--- config.mk ---
export PLATFORM = sky130hd
export DESIGN_NAME = fetch_sequencer
export DESIGN_NICKNAME = d
export VERILOG_FILES = /design/src/rtl/fetch_sequencer.sv
export SDC_FILE = /design/constraint.sdc
export NUM_CORES = 1
export LEC_CHECK = 0
export BUFFER_PORTS_ARGS = -buffer_cell sky130_fd_sc_hd__buf_4
export CORE_MARGIN = 2
export CORE_UTILIZATION = 53
export DETAILED_ROUTE_END_ITERATION = 8
export PLACE_DENSITY_LB_ADDON = 0.25
export SLEW_MARGIN = 20
export SYNTH_ARGS = -nofsm -noshare
export SYNTH_HDL_FRONTEND = slang
export SYNTH_SLANG_ARGS = --single-unit
export TNS_END_PERCENT = 1
--- constraint.sdc ---
create_clock -name clk -period 3.1 [get_ports clk]
set_input_delay 0.155 -clock clk [delete_from_list [all_inputs] [get_ports clk]]
set_output_delay 0.155 -clock clk [all_outputs]
set_load 0.01 [all_outputs]
--- src/rtl/fetch_sequencer.sv ---
// -----------------------------------------------------------------------------
// fetch_sequencer
//
// Program-counter sequencer for an instruction ROM.  It waits in IDLE for a
// start request, then steps the fetch address through the program (sequential
// increment or PC-relative branch) until a halt is decoded, and parks in DONE
// holding the halt address until the next start.
//
// Parameters
//   A           instruction address width (matches the ROM address width)
//   START_ADDR  program entry address
//
// Ports
//   clk            sole clock, rising edge
//   reset          asynchronous, active-high reset (forces IDLE / START_ADDR)
//   start          begin execution at START_ADDR (sampled in IDLE and DONE)
//   stall          hold the current address; instruction not consumed
//   halt           decoded halt of the current instruction
//   branch_en      taken branch for the current instruction
//   branch_offset  signed two's-complement PC-relative offset (A bits)
//   instr_address  registered address driven to the instruction ROM
//   fetch_valid    instruction at instr_address is consumed this cycle
//   busy           program running
//   done           program has halted
//   cycle_count    16-bit saturating RUN-cycle counter (optional)
//
// Configuration
//   FETCH_CYCLE_COUNT_EN  when defined, adds the cycle_count port and counter.
// -----------------------------------------------------------------------------
module fetch_sequencer #(
   parameter int           A          = 10,
   parameter logic [A-1:0] START_ADDR = '0
) (
   input  logic         clk,
   input  logic         reset,
   input  logic         start,
   input  logic         stall,
   input  logic         halt,
   input  logic         branch_en,
   input  logic [A-1:0] branch_offset,
   output logic [A-1:0] instr_address,
   output logic         fetch_valid,
   output logic         busy,
   output logic         done
`ifdef FETCH_CYCLE_COUNT_EN
   ,
   output logic [15:0]  cycle_count
`endif
);

   typedef enum logic [1:0] {
      S_IDLE = 2'd0,
      S_RUN  = 2'd1,
      S_DONE = 2'd2
   } state_t;

   state_t         state_reg, state_next;
   logic [A-1:0]   addr_reg, addr_next;

   localparam logic [A-1:0] ONE = {{(A-1){1'b0}}, 1'b1};

   // State and address registers
   always_ff @(posedge clk or posedge reset) begin
      if (reset) begin
         state_reg <= S_IDLE;
         addr_reg  <= START_ADDR;
      end else begin
         state_reg <= state_next;
         addr_reg  <= addr_next;
      end
   end

   // Next-state, next-address and state-decoded outputs.
   // The address adder is A bits wide, so wrap past either end is free.
   always_comb begin
      state_next  = state_reg;
      addr_next   = addr_reg;
      busy        = 1'b0;
      done        = 1'b0;
      fetch_valid = 1'b0;
      case (state_reg)
         S_IDLE: begin
            if (start) begin
               state_next = S_RUN;
               addr_next  = START_ADDR;
            end
         end
         S_RUN: begin
            busy        = 1'b1;
            fetch_valid = !stall;
            // stall masks everything; halt beats a simultaneous branch
            if (!stall) begin
               if (halt) begin
                  state_next = S_DONE;
               end else if (branch_en) begin
                  addr_next = addr_reg + branch_offset;
               end else begin
                  addr_next = addr_reg + ONE;
               end
            end
         end
         S_DONE: begin
            done = 1'b1;
            if (start) begin
               state_next = S_RUN;
               addr_next  = START_ADDR;
            end
         end
         default: begin
            state_next = S_IDLE;
            addr_next  = START_ADDR;
         end
      endcase
   end

   assign instr_address = addr_reg;

`ifdef FETCH_CYCLE_COUNT_EN
   logic [15:0] count_reg;

   // Cleared on the edge that enters RUN, counts every RUN edge (stalls and
   // the halting edge included), saturates, and holds outside RUN.
   always_ff @(posedge clk or posedge reset) begin
      if (reset) begin
         count_reg <= 16'd0;
      end else if (state_reg != S_RUN && state_next == S_RUN) begin
         count_reg <= 16'd0;
      end else if (state_reg == S_RUN && count_reg != 16'hFFFF) begin
         count_reg <= count_reg + 16'd1;
      end
   end

   assign cycle_count = count_reg;
`endif

endmodule
==> results of run 1 <==
cell usage after synthesis, drive strengths merged:
| master | instances | share of area [%] |
|---|---|---|
| dfrtp | 12 | 33 |
| xnor2 | 2 | 1.9 |
| nor3 | 2 | 1.1 |
| o211ai | 1 | 0.81 |
| a21o | 4 | 3.3 |
| o21a | 1 | 0.81 |
| o21bai | 2 | 1.6 |
| o41ai | 1 | 0.95 |
| a211oi | 3 | 4.3 |
| a22o | 4 | 3.8 |
| nand2b | 3 | 2.0 |
| ha | 9 | 12 |
| inv | 7 | 2.8 |
| a21oi | 4 | 2.2 |
| a31oi | 1 | 0.68 |
| nand2 | 11 | 4.5 |
| or3 | 1 | 0.68 |
| nor2 | 3 | 1.2 |
| o2111ai | 1 | 0.95 |
| and2 | 7 | 4.7 |
| o31a | 1 | 0.95 |
| and4 | 1 | 0.95 |
| mux2i | 1 | 1.1 |
| o21ai | 9 | 4.9 |
| xor2 | 3 | 2.8 |
| fa | 1 | 2.2 |
| nor3b | 1 | 0.81 |
| clkbuf | 1 | 0.41 |
| nor2b | 4 | 2.7 |
stage by stage:
stage / total power [mW] / instance area, um2
after global placement: 0.680 / 1150
final: 0.816 / 1200
after floorplan: 0.528 / 922
after global routing: 0.882 / 1200
after detailed placement: 0.690 / 1150
after CTS: 0.820 / 1200
cells in the final DEF, fill, tap and decap left out, drive strengths merged:
cell type | netlist | final
a211oi | 3 | 3
a21o | 4 | 4
a21oi | 4 | 4
a22o | 4 | 4
a31oi | 1 | 1
and2 | 7 | 7
and4 | 1 | 1
buf | 0 | 28
clkbuf | 1 | 4
dfrtp | 12 | 12
dlygate4sd3 | 0 | 1
fa | 1 | 1
ha | 9 | 9
inv | 7 | 7
mux2i | 1 | 1
nand2 | 11 | 11
nand2b | 3 | 3
nor2 | 3 | 3
nor2b | 4 | 4
nor3 | 2 | 2
nor3b | 1 | 1
o2111ai | 1 | 1
o211ai | 1 | 1
o21a | 1 | 1
o21ai | 9 | 9
o21bai | 2 | 2
o31a | 1 | 1
o41ai | 1 | 1
or3 | 1 | 1
xnor2 | 2 | 2
xor2 | 3 | 3
path summary, 6_finish.rpt:
check	end	slack [ns]	cells past startpoint
setup / recovery	instr_address[8]	1.03	9
hold / removal	state_reg[1]	0.15	2
setup reg to reg	instr_address[8]	1.03	9
hold reg to reg	instr_address[6]	0.52	2
max in group asynchronous	state_reg[1]	2.31	3
min in group asynchronous	state_reg[0]	0.46	3
area by class of cell:
cell class	count	share of cell area, %
Timing Repair Buffer	29	18.4
Inverter	7	2.20
Tap cell	17	1.78
Multi-Input combinational cell	81	49.5
Clock buffer	4	3.03
Sequential cell	12	25.1
critical path, stage by stage (launching register included):
cell and delay [ns]:
dfrtp_1 0.38, ha_1 0.21, inv_1 0.07, fa_1 0.40, nor2b_1 0.24, o31a_1 0.20
o2111ai_1 0.11, nand2_1 0.10, xor2_1 0.18, a22o_1 0.15
kinds of logic (layout without fill, tap and decap cells):
kind of cell,after synthesis,after routing
and+or+nand+nor,33,33
AOI/OAI and AO/OA,32,32
DFF,12,12
adders and majority gates,10,10
buffers and inverters,8,40
xor gates and xnor gates,5,5
muxes,1,1
power groups by stage:
stage | combinational, mW | sequential [mW] | clock (mW)
floorplan | 0.249 | 0.280 | 0
global placement | 0.417 | 0.264 | 0
detailed placement | 0.425 | 0.266 | 0
CTS | 0.427 | 0.262 | 0.130
global route | 0.469 | 0.274 | 0.138
finish | 0.424 | 0.262 | 0.130
layer usage:
layer,up-vias,GRT usage (%)
met5,-,0
li1,425,-
met4,0,5.14
met2,20,35.2
met1,392,27.6
met3,2,2.38
==> flow_metrics.py, run 1 <==
metrics = {
    "routing": {
        "top_layer_used": "met4",
        "first_iter_violations": 6,
        "avgRoutedWirePerCell_um": 13.3,
        "ant_nets": 0,
        "vias": 839,
        "postRouteWirelength_mm": 2.00,
        "viasPerCell": 5.59,
        "dr.pass1.iters": 4,
        "wl_met1_um": 940,
        "dr_wl_met2_um": 967,
        "drc": 0,
        "met3RoutedLength_um": 76,
    },
    "timing": {
        "relSlewSlack_pct": 44.0,
        "clock.fmax_mhz": 483,
        "rsz0062_at_grt": "false",
        "final_max_slew_viol_count": 0,
        "fin_crit_ns": 2.07,
        "setup_viol": 0,
        "holdWs_ns": 0.149,
        "worst_pin_slew_ns": 0.839,
        "clock_skew_ns": 0.00474,
        "period_share_pct": 66.8,
        "finalHoldViolations": 0,
        "final.setup.worst_slack_ns": 1.03,
        "setup_tns_ns": 0,
    },
    "finish": {
        "final_nets": 160,
        "seqCellArea_um2": 300,
        "fillerInstances": 132,
        "finish.utilization_pct": 70.8,
        "multi_input_area_um2": 592,
        "final_cells": 150,
        "num_antenna_cells": 0,
        "syn2layout_area_growth_pct": 29.7,
        "drive_gt1_share_pct": 25.6,
        "largest_reg_flops": 10,
    },
    "synth": {
        "syn_area_per_cell_um2": 9.13,
        "synth-simple-area-share_pct": 18.7,
        "synth_top_family_by_area": "compound AO/OA/AOI/OAI gates",
        "synth_seq_cells": 12,
        "ys_seq_area_share_pct": 32.6,
        "synth_cells": 101,
        "synthAdderAreaFrac_pct": 14.4,
        "yosysWarnings": 0,
        "muxShareOfSynthArea_pct": 1.09,
        "netlist_area_um2": 922,
        "synthXorXnorAreaFrac_pct": 4.75,
        "synth.net_count": 127,
        "synth_compound_area_share_pct": 25.2,
        "yosysUniqueCellTypes": 31,
    },
    "floorplan": {
        "initial_utilization_pct": 54.6,
        "die_y_um": 45.7,
        "num_rows": 15,
        "io_pins": 29,
        "die_area_um2": 2090,
        "core_um2": 1690,
        "fp.dieW_um": 45.7,
    },
    "setup_path": {
        "cp.arrival_ns": 2.29,
        "required_ns": 3.32,
        "startpoint": "instr_address[0]",
        "end_kind": "flop",
        "cp_max_fo": 3,
        "r2r-start": "instr_address[0]",
        "path_class": "flop to flop",
        "cp-start-kind": "flop",
    },
    "power_and_ir_drop": {
        "power.switching_mw": 0.324,
        "ir_drop_v": 0.000434,
        "power_frac_clock_pct": 15.9,
        "seqPwrFrac_pct": 32.1,
        "leakagePower_nw": 0.631,
        "internal-power_mw": 0.492,
        "netSwitchingFraction_pct": 39.8,
        "powerDensity_nw_per_um2": 682,
        "p_comb_share_pct": 52.0,
    },
    "place": {
        "hpwl_mm": 1.55,
        "place_congestion": 0.801,
        "portBuffers": 28,
        "placed_cells": 145,
        "place_ws_ns": 1.02,
    },
    "clocking": {
        "post_cts_resized": 0,
        "postCtsSetupBuffers": 0,
        "cts_buffer_depth": 2,
        "cts_made_buffers": 3,
        "root_buffer": "clkbuf_4",
        "htreeDepth": 1,
        "cts.clk_slew.worst_paths_ns": 0.09,
        "cts_sinks": 12,
        "clk_latency_ns": 0.27,
        "postCtsHoldBufs": 1,
        "cts_tree": "built",
    },
    "grt": {
        "gr-total-overflow": 0,
        "antenna_found_initial": 0,
        "grt_pass1_vias": 754,
        "grt_pass1_wl_mm": 3.13,
        "grt_usage_pct": 20.6,
        "grt_max_degree": 13,
    },
    "run": {
        "cap_viol_max_count": 0,
    },
    "run_status": {
        "status": "complete, no violations",
    },
    "min_path": {
        "min_from": "halt",
        "hold_class": "input pin to flop",
    },
}
No activity file was read; power rests on OpenSTA's default activity.
==> inputs of run 2 (changes only) <==
--- a/config.mk
+++ b/config.mk
@@ -5,9 +5,10 @@
 export SDC_FILE = /design/constraint.sdc
 export NUM_CORES = 1
 export LEC_CHECK = 0
+export ABC_AREA = 1
 export BUFFER_PORTS_ARGS = -buffer_cell sky130_fd_sc_hd__buf_4
 export CORE_MARGIN = 2
-export CORE_UTILIZATION = 53
+export CORE_UTILIZATION = 46
 export DETAILED_ROUTE_END_ITERATION = 8
 export PLACE_DENSITY_LB_ADDON = 0.25
 export SLEW_MARGIN = 20
==> constraint.sdc (replaced) <==
create_clock -name clk -period 1.7 [get_ports clk]
set_input_delay 0.085 -clock clk [delete_from_list [all_inputs] [get_ports clk]]
set_output_delay 0.085 -clock clk [all_outputs]
set_load 0.01 [all_outputs]
==> run 2 against run 1 <==
Power increased by 72%. Via count increased by 33%. Sequential power increased by 65%. Largest cell class unchanged. Largest power group unchanged.
==> flow_metrics.py, run 2 <==
metrics = {
    "routing": {
        "ant_nets": 0,
        "vias": 1116,
        "viasPerCell": 5.03,
        "first_iter_violations": 20,
        "avgRoutedWirePerCell_um": 11.8,
        "postRouteWirelength_mm": 2.62,
        "dr.pass1.iters": 4,
        "drc": 0,
    },
    "synth": {
        "netlist_area_um2": 1050,
        "yosys-top-cells-count": "nand2_1, inv_1, dfrtp_1",
        "synth_area_leaders": "dfrtp_1, nand2_1, ha_1",
        "yosysUniqueCellTypes": 23,
        "synth_cells": 158,
        "synth-async-reset-ratio_pct": 100,
        "synth.net_count": 184,
        "synth_top_area_share_pct": 28.5,
        "synth_edf_count": 0,
        "synth_largest_area_cell": "dfrtp_1",
        "syn_area_per_cell_um2": 6.68,
        "synth_top_flop_cell": "dfrtp_1",
        "ys_seq_area_share_pct": 28.5,
        "yosysWarnings": 0,
        "yosysMostFrequentCell": "nand2_1",
        "synth_seq_cells": 12,
    },
    "grt": {
        "groute.layer.met2.usage_pct": 41.4,
        "grt_max_degree": 13,
        "antenna_found_initial": 0,
        "gr-total-overflow": 0,
        "top_usage_layer": "met2",
        "grt_pass1_vias": 1070,
        "use_met1_pct": 24.3,
        "grt_usage_pct": 22.5,
        "grt_pass1_wl_mm": 4.42,
        "gr-usage-met3_pct": 4.60,
    },
    "setup_path": {
        "path_buf_inv": 1,
        "reg2reg_depth": 10,
        "worst-path-stages": 10,
        "cp_top_family": "simple AND/OR/NAND/NOR gates",
        "required_ns": 1.88,
        "critPathMostFrequentCell": "nand2_1",
        "cp_max_fo": 3,
        "cp.arrival_ns": 1.85,
        "cpPeakStageDelay_ns": 0.38,
        "cp_cell_sequence": "ha_2 > inv_2 > fa_2 > nand3b_1 > nand2_2 > nand3_2 > nand2_1 > nand2_1 > nand3_2 > nand2_1",
        "cp-start-kind": "flop",
        "path_class": "flop to flop",
        "slowest_stage": "dfrtp_1",
        "end_kind": "flop",
    },
    "clocking": {
        "cts_sinks": 12,
        "cts_made_buffers": 3,
        "cts_buffer_depth": 2,
        "root_buffer": "clkbuf_4",
        "cts.clk_slew.worst_paths_ns": 0.08,
        "cts_tree": "built",
        "htreeDepth": 1,
        "clk_latency_ns": 0.28,
    },
    "timing": {
        "clock.fmax_mhz": 597,
        "finalHoldViolations": 0,
        "setup_viol": 0,
        "clock_skew_ns": 0.00327,
        "worst_pin_slew_ns": 0.497,
        "relSlewSlack_pct": 66.8,
        "final_max_slew_viol_count": 0,
        "period_share_pct": 98.6,
        "rsz0062_at_grt": "true",
        "holdWs_ns": 0.0536,
        "fin_crit_ns": 1.68,
    },
    "finish": {
        "syn2layout_area_growth_pct": 31.4,
        "final_cell_mix": "nand2_1, buf_4, inv_1, dfrtp_1, nor2_1",
        "final_nets": 222,
        "largest_reg_flops": 10,
        "fillerInstances": 206,
        "final_cell_area_um2": 1390,
        "num_antenna_cells": 0,
        "finish.utilization_pct": 63.3,
        "layout_commonest_cell": "nand2_1",
        "drive_gt1_share_pct": 28.9,
    },
    "place": {
        "place_area_um2": 1310,
        "hpwl_mm": 1.97,
        "place_congestion": 0.819,
        "portBuffers": 28,
    },
    "run_status": {
        "status": "complete, no violations",
    },
    "min_path": {
        "hold_class": "input pin to flop",
        "hold_path_depth": 2,
    },
    "floorplan": {
        "num_rows": 17,
        "io_pins": 29,
        "die_y_um": 51.9,
        "core_um2": 2190,
        "fp.dieW_um": 51.9,
        "die_area_um2": 2690,
        "initial_utilization_pct": 48.1,
    },
    "power_and_ir_drop": {
        "ir_drop_v": 0.000774,
        "powerDensity_nw_per_um2": 1010,
        "leakagePower_nw": 0.825,
    },
    "run": {
        "cap_viol_max_count": 0,
    },
}
==> run 2: final cells by class <==
cell class              count  area, um2  area share (%)
flip-flops and latches     12        300            21.7
well taps                  28       35.0            2.53
clock buffers               3       22.5            1.62
repair buffers             35        265            19.1
inverters                  30        113            8.12
multi-input cells         114        651            46.9
==> run 2: final timing paths <==
kind                                  startpoint                to  slack (ns)
worst max-delay path            instr_address[0]  instr_address[6]        0.02
worst min-delay path                        halt      state_reg[0]        0.05
worst max register to register  instr_address[0]  instr_address[6]        0.02
worst min register to register  instr_address[6]  instr_address[6]        0.52
max in group asynchronous                  reset  instr_address[8]        0.98
min in group asynchronous                  reset  instr_address[3]        0.38
==> run 2: report_power, final <==
part	switching, mW	internal (mW)	total (mW)
clock network	0.104	0.0822	0.186
logic	0.440	0.343	0.783
registers	0.0742	0.359	0.433
==> run 2: logic make-up after synthesis <==
logic type / after synthesis / share of synthesized area (%)
flops: 12 / 28.5
buf+inv: 32 / 12.2
compound gates: 17 / 11.6
simple gates: 86 / 34.3
xor+xnor: 1 / 0.831
fa+ha+maj: 10 / 12.6
==> run 2: worst register-to-register path, cell delays in order (launching register included) <==
cell,delay [ns]
dfrtp_1,0.38
ha_2,0.20
inv_2,0.05
fa_2,0.35
nand3b_1,0.17
nand2_2,0.11
nand3_2,0.08
nand2_1,0.07
nand2_1,0.06
nand3_2,0.06
nand2_1,0.05
==> run 2: metal layers <==
layer	routed length, um	share of wire [%]
met1	1060	41
met2	1400	53
met3	117	4.5
met4	45	1.7
met5	0	0
==> run 2: timing repair <==
item	4_1_cts	5_1_grt
endpoints found under the setup margin	1	5
hold endpoints to repair	12	0
pin swaps	1	4
hold buffers	1	0
resized for setup	2	6
gates cloned	0	0
buffers inserted	1	1
==> run 2: stage by stage <==
| stage | total power [mW] | std cells | setup WS [ns] | setup TNS (ns) |
|---|---|---|---|---|
| 2_1_floorplan | 0.931 | 158 | 0.0153 | 0 |
| 3_3_place_gp | 1.17 | 216 | 0.0618 | 0 |
| 3_5_place_dp | 1.19 | 216 | -0.0355 | -0.0355 |
| 4_1_cts | 1.38 | 221 | 0.00672 | 0 |
| 5_1_grt | 1.53 | 222 | -0.112 | -0.248 |
| 6_report | 1.40 | 222 | 0.0245 | 0 |
==> inputs of run 3 (changes only) <==
--- a/config.mk
+++ b/config.mk
@@ -6,10 +6,11 @@
 export NUM_CORES = 1
 export LEC_CHECK = 0
 export ABC_AREA = 1
-export BUFFER_PORTS_ARGS = -buffer_cell sky130_fd_sc_hd__buf_4
 export CORE_MARGIN = 2
-export CORE_UTILIZATION = 46
+export CORE_UTILIZATION = 56
+export CTS_BUF_LIST = sky130_fd_sc_hd__clkbuf_16
 export DETAILED_ROUTE_END_ITERATION = 8
+export DONT_BUFFER_PORTS = 1
 export PLACE_DENSITY_LB_ADDON = 0.25
 export SLEW_MARGIN = 20
 export SYNTH_ARGS = -nofsm -noshare
==> run 3 against run 2 <==
Clock-buffer cell count unchanged. Global-route usage rose by 2.2 points. Routed wire length down 6.9%. Clock skew decreased by 0.0025 ns. Hold slack improved by 0.050 ns. Critical path type unchanged. Largest cell class unchanged.
==> flow_metrics.py, run 3 (synthesized netlist as in run 2, its figures left out) <==
metrics = {
    "finish": {
        "drive_gt1_share_pct": 16.8,
        "fillerInstances": 142,
        "final_cell_mix": "nand2_1, inv_1, dfrtp_1, nor2_1, nand3_1",
        "syn2layout_area_growth_pct": 19.1,
        "num_antenna_cells": 0,
        "final_nets": 195,
        "final_cells": 192,
        "layout_commonest_cell": "nand2_1",
        "finish.utilization_pct": 72.0,
        "largest_reg_flops": 10,
    },
    "timing": {
        "clock.fmax_mhz": 617,
        "holdWs_ns": 0.103,
        "rsz0062_at_grt": "true",
        "fin_crit_ns": 1.62,
        "clock_skew_ns": 0.000790,
        "period_share_pct": 95.3,
        "relSlewSlack_pct": 68.3,
        "finalHoldViolations": 0,
        "final.setup.worst_slack_ns": 0.0805,
        "worst_pin_slew_ns": 0.475,
        "final_max_slew_viol_count": 0,
        "setup_viol": 0,
    },
    "routing": {
        "wl_met1_mm": 1.03,
        "ant_nets": 0,
        "dr.pass1.iters": 4,
        "dr_wl_met2_mm": 1.25,
        "viasPerCell": 5.27,
        "met3RoutedLength_um": 138,
        "top_layer_used": "met4",
        "first_iter_violations": 36,
        "vias": 1012,
        "avgRoutedWirePerCell_um": 12.7,
        "postRouteWirelength_mm": 2.44,
        "drc": 0,
    },
    "power_and_ir_drop": {
        "leakagePower_nw": 0.701,
        "ir_drop_v": 0.000811,
        "powerDensity_nw_per_um2": 1220,
    },
    "clocking": {
        "cts_made_buffers": 3,
        "cts_tree": "built",
        "root_buffer": "clkbuf_16",
        "cts_buffer_depth": 2,
        "htreeDepth": 1,
        "cts.clk_slew.worst_paths_ns": 0.04,
        "clk_latency_ns": 0.24,
        "cts_sinks": 12,
    },
    "grt": {
        "gr-total-overflow": 0,
        "grt_pass1_wl_mm": 3.84,
        "grt_usage_pct": 24.7,
        "antenna_found_initial": 0,
        "grt_max_degree": 13,
        "grt_pass1_vias": 982,
    },
    "place": {
        "placed_cells": 184,
        "place_ws_ns": -0.00559,
        "hpwl_mm": 1.72,
        "place_congestion": 0.801,
        "portBuffers": 0,
    },
    "floorplan": {
        "io_pins": 29,
        "initial_utilization_pct": 60.4,
        "fp.dieW_um": 47.4,
        "core_um2": 1750,
        "num_rows": 15,
        "die_area_um2": 2250,
        "die_y_um": 47.4,
    },
    "run_status": {
        "status": "complete, no violations",
    },
    "setup_path": {
        "end_kind": "flop",
        "required_ns": 1.83,
        "path_class": "flop to flop",
        "cp.arrival_ns": 1.75,
        "cp_max_fo": 4,
        "cp-start-kind": "flop",
    },
    "min_path": {
        "hold_class": "input pin to flop",
    },
    "run": {
        "cap_viol_max_count": 0,
    },
}
## run 3: cell type report
cell class,instances,area (um2),area share [%]
well taps,25,31.3,2.49
flip-flops and latches,12,300,23.9
multi-input cells,114,669,53.3
repair buffers,8,67.6,5.38
clock buffers,3,75.1,5.98
inverters,30,113,8.96
## run 3: routing by layer
layer  vias to the layer above  GRT usage (%)
li1                        513              -
met1                       454           27.7
met2                        41           45.1
met3                         4           6.15
met4                         0           8.33
met5                         -              0
## run 3: worst max-delay path: stages, from the launching register on
cell      delay, ns
dfrtp_1        0.35
ha_2           0.19
inv_2          0.04
fa_2           0.34
nand3b_1       0.17
nand2_2        0.11
nand2_1        0.07
nand2_1        0.07
nand2_1        0.05
nand3_1        0.06
nand2_1        0.05
## run 3: per-stage QoR
step | setup TNS (ns) | instance area, um2 | power, mW
2_1_floorplan | 0 | 1050 | 0.931
3_3_place_gp | 0 | 1090 | 1.02
3_5_place_dp | -0.00559 | 1090 | 1.04
4_1_cts | 0 | 1200 | 1.49
5_1_grt | -0.0956 | 1260 | 1.64
6_report | 0 | 1260 | 1.54
## run 3: path summary, 6_finish.rpt
kind,start,to,slack (ns),depth (start not counted)
max in group asynchronous,reset,instr_address[2],1.07,2
max reg2reg,instr_address[0],instr_address[8],0.08,10
min in group asynchronous,reset,state_reg[0],0.31,2
max,instr_address[0],instr_address[8],0.08,10
min reg2reg,instr_address[9],instr_address[9],0.58,2
min,stall,instr_address[1],0.10,3
## run 3: report_power, final
group | total [mW] | internal [mW] | switching, mW
clock network | 0.430 | 0.307 | 0.123
registers | 0.455 | 0.360 | 0.0949
logic | 0.652 | 0.256 | 0.397
## run 3: repair_timing
action,4_1_cts,5_1_grt
resized for setup,1,9
pin swaps,0,2
hold endpoints to repair,13,0
hold buffers,3,0
setup endpoints to repair,2,4
setup buffers,0,2
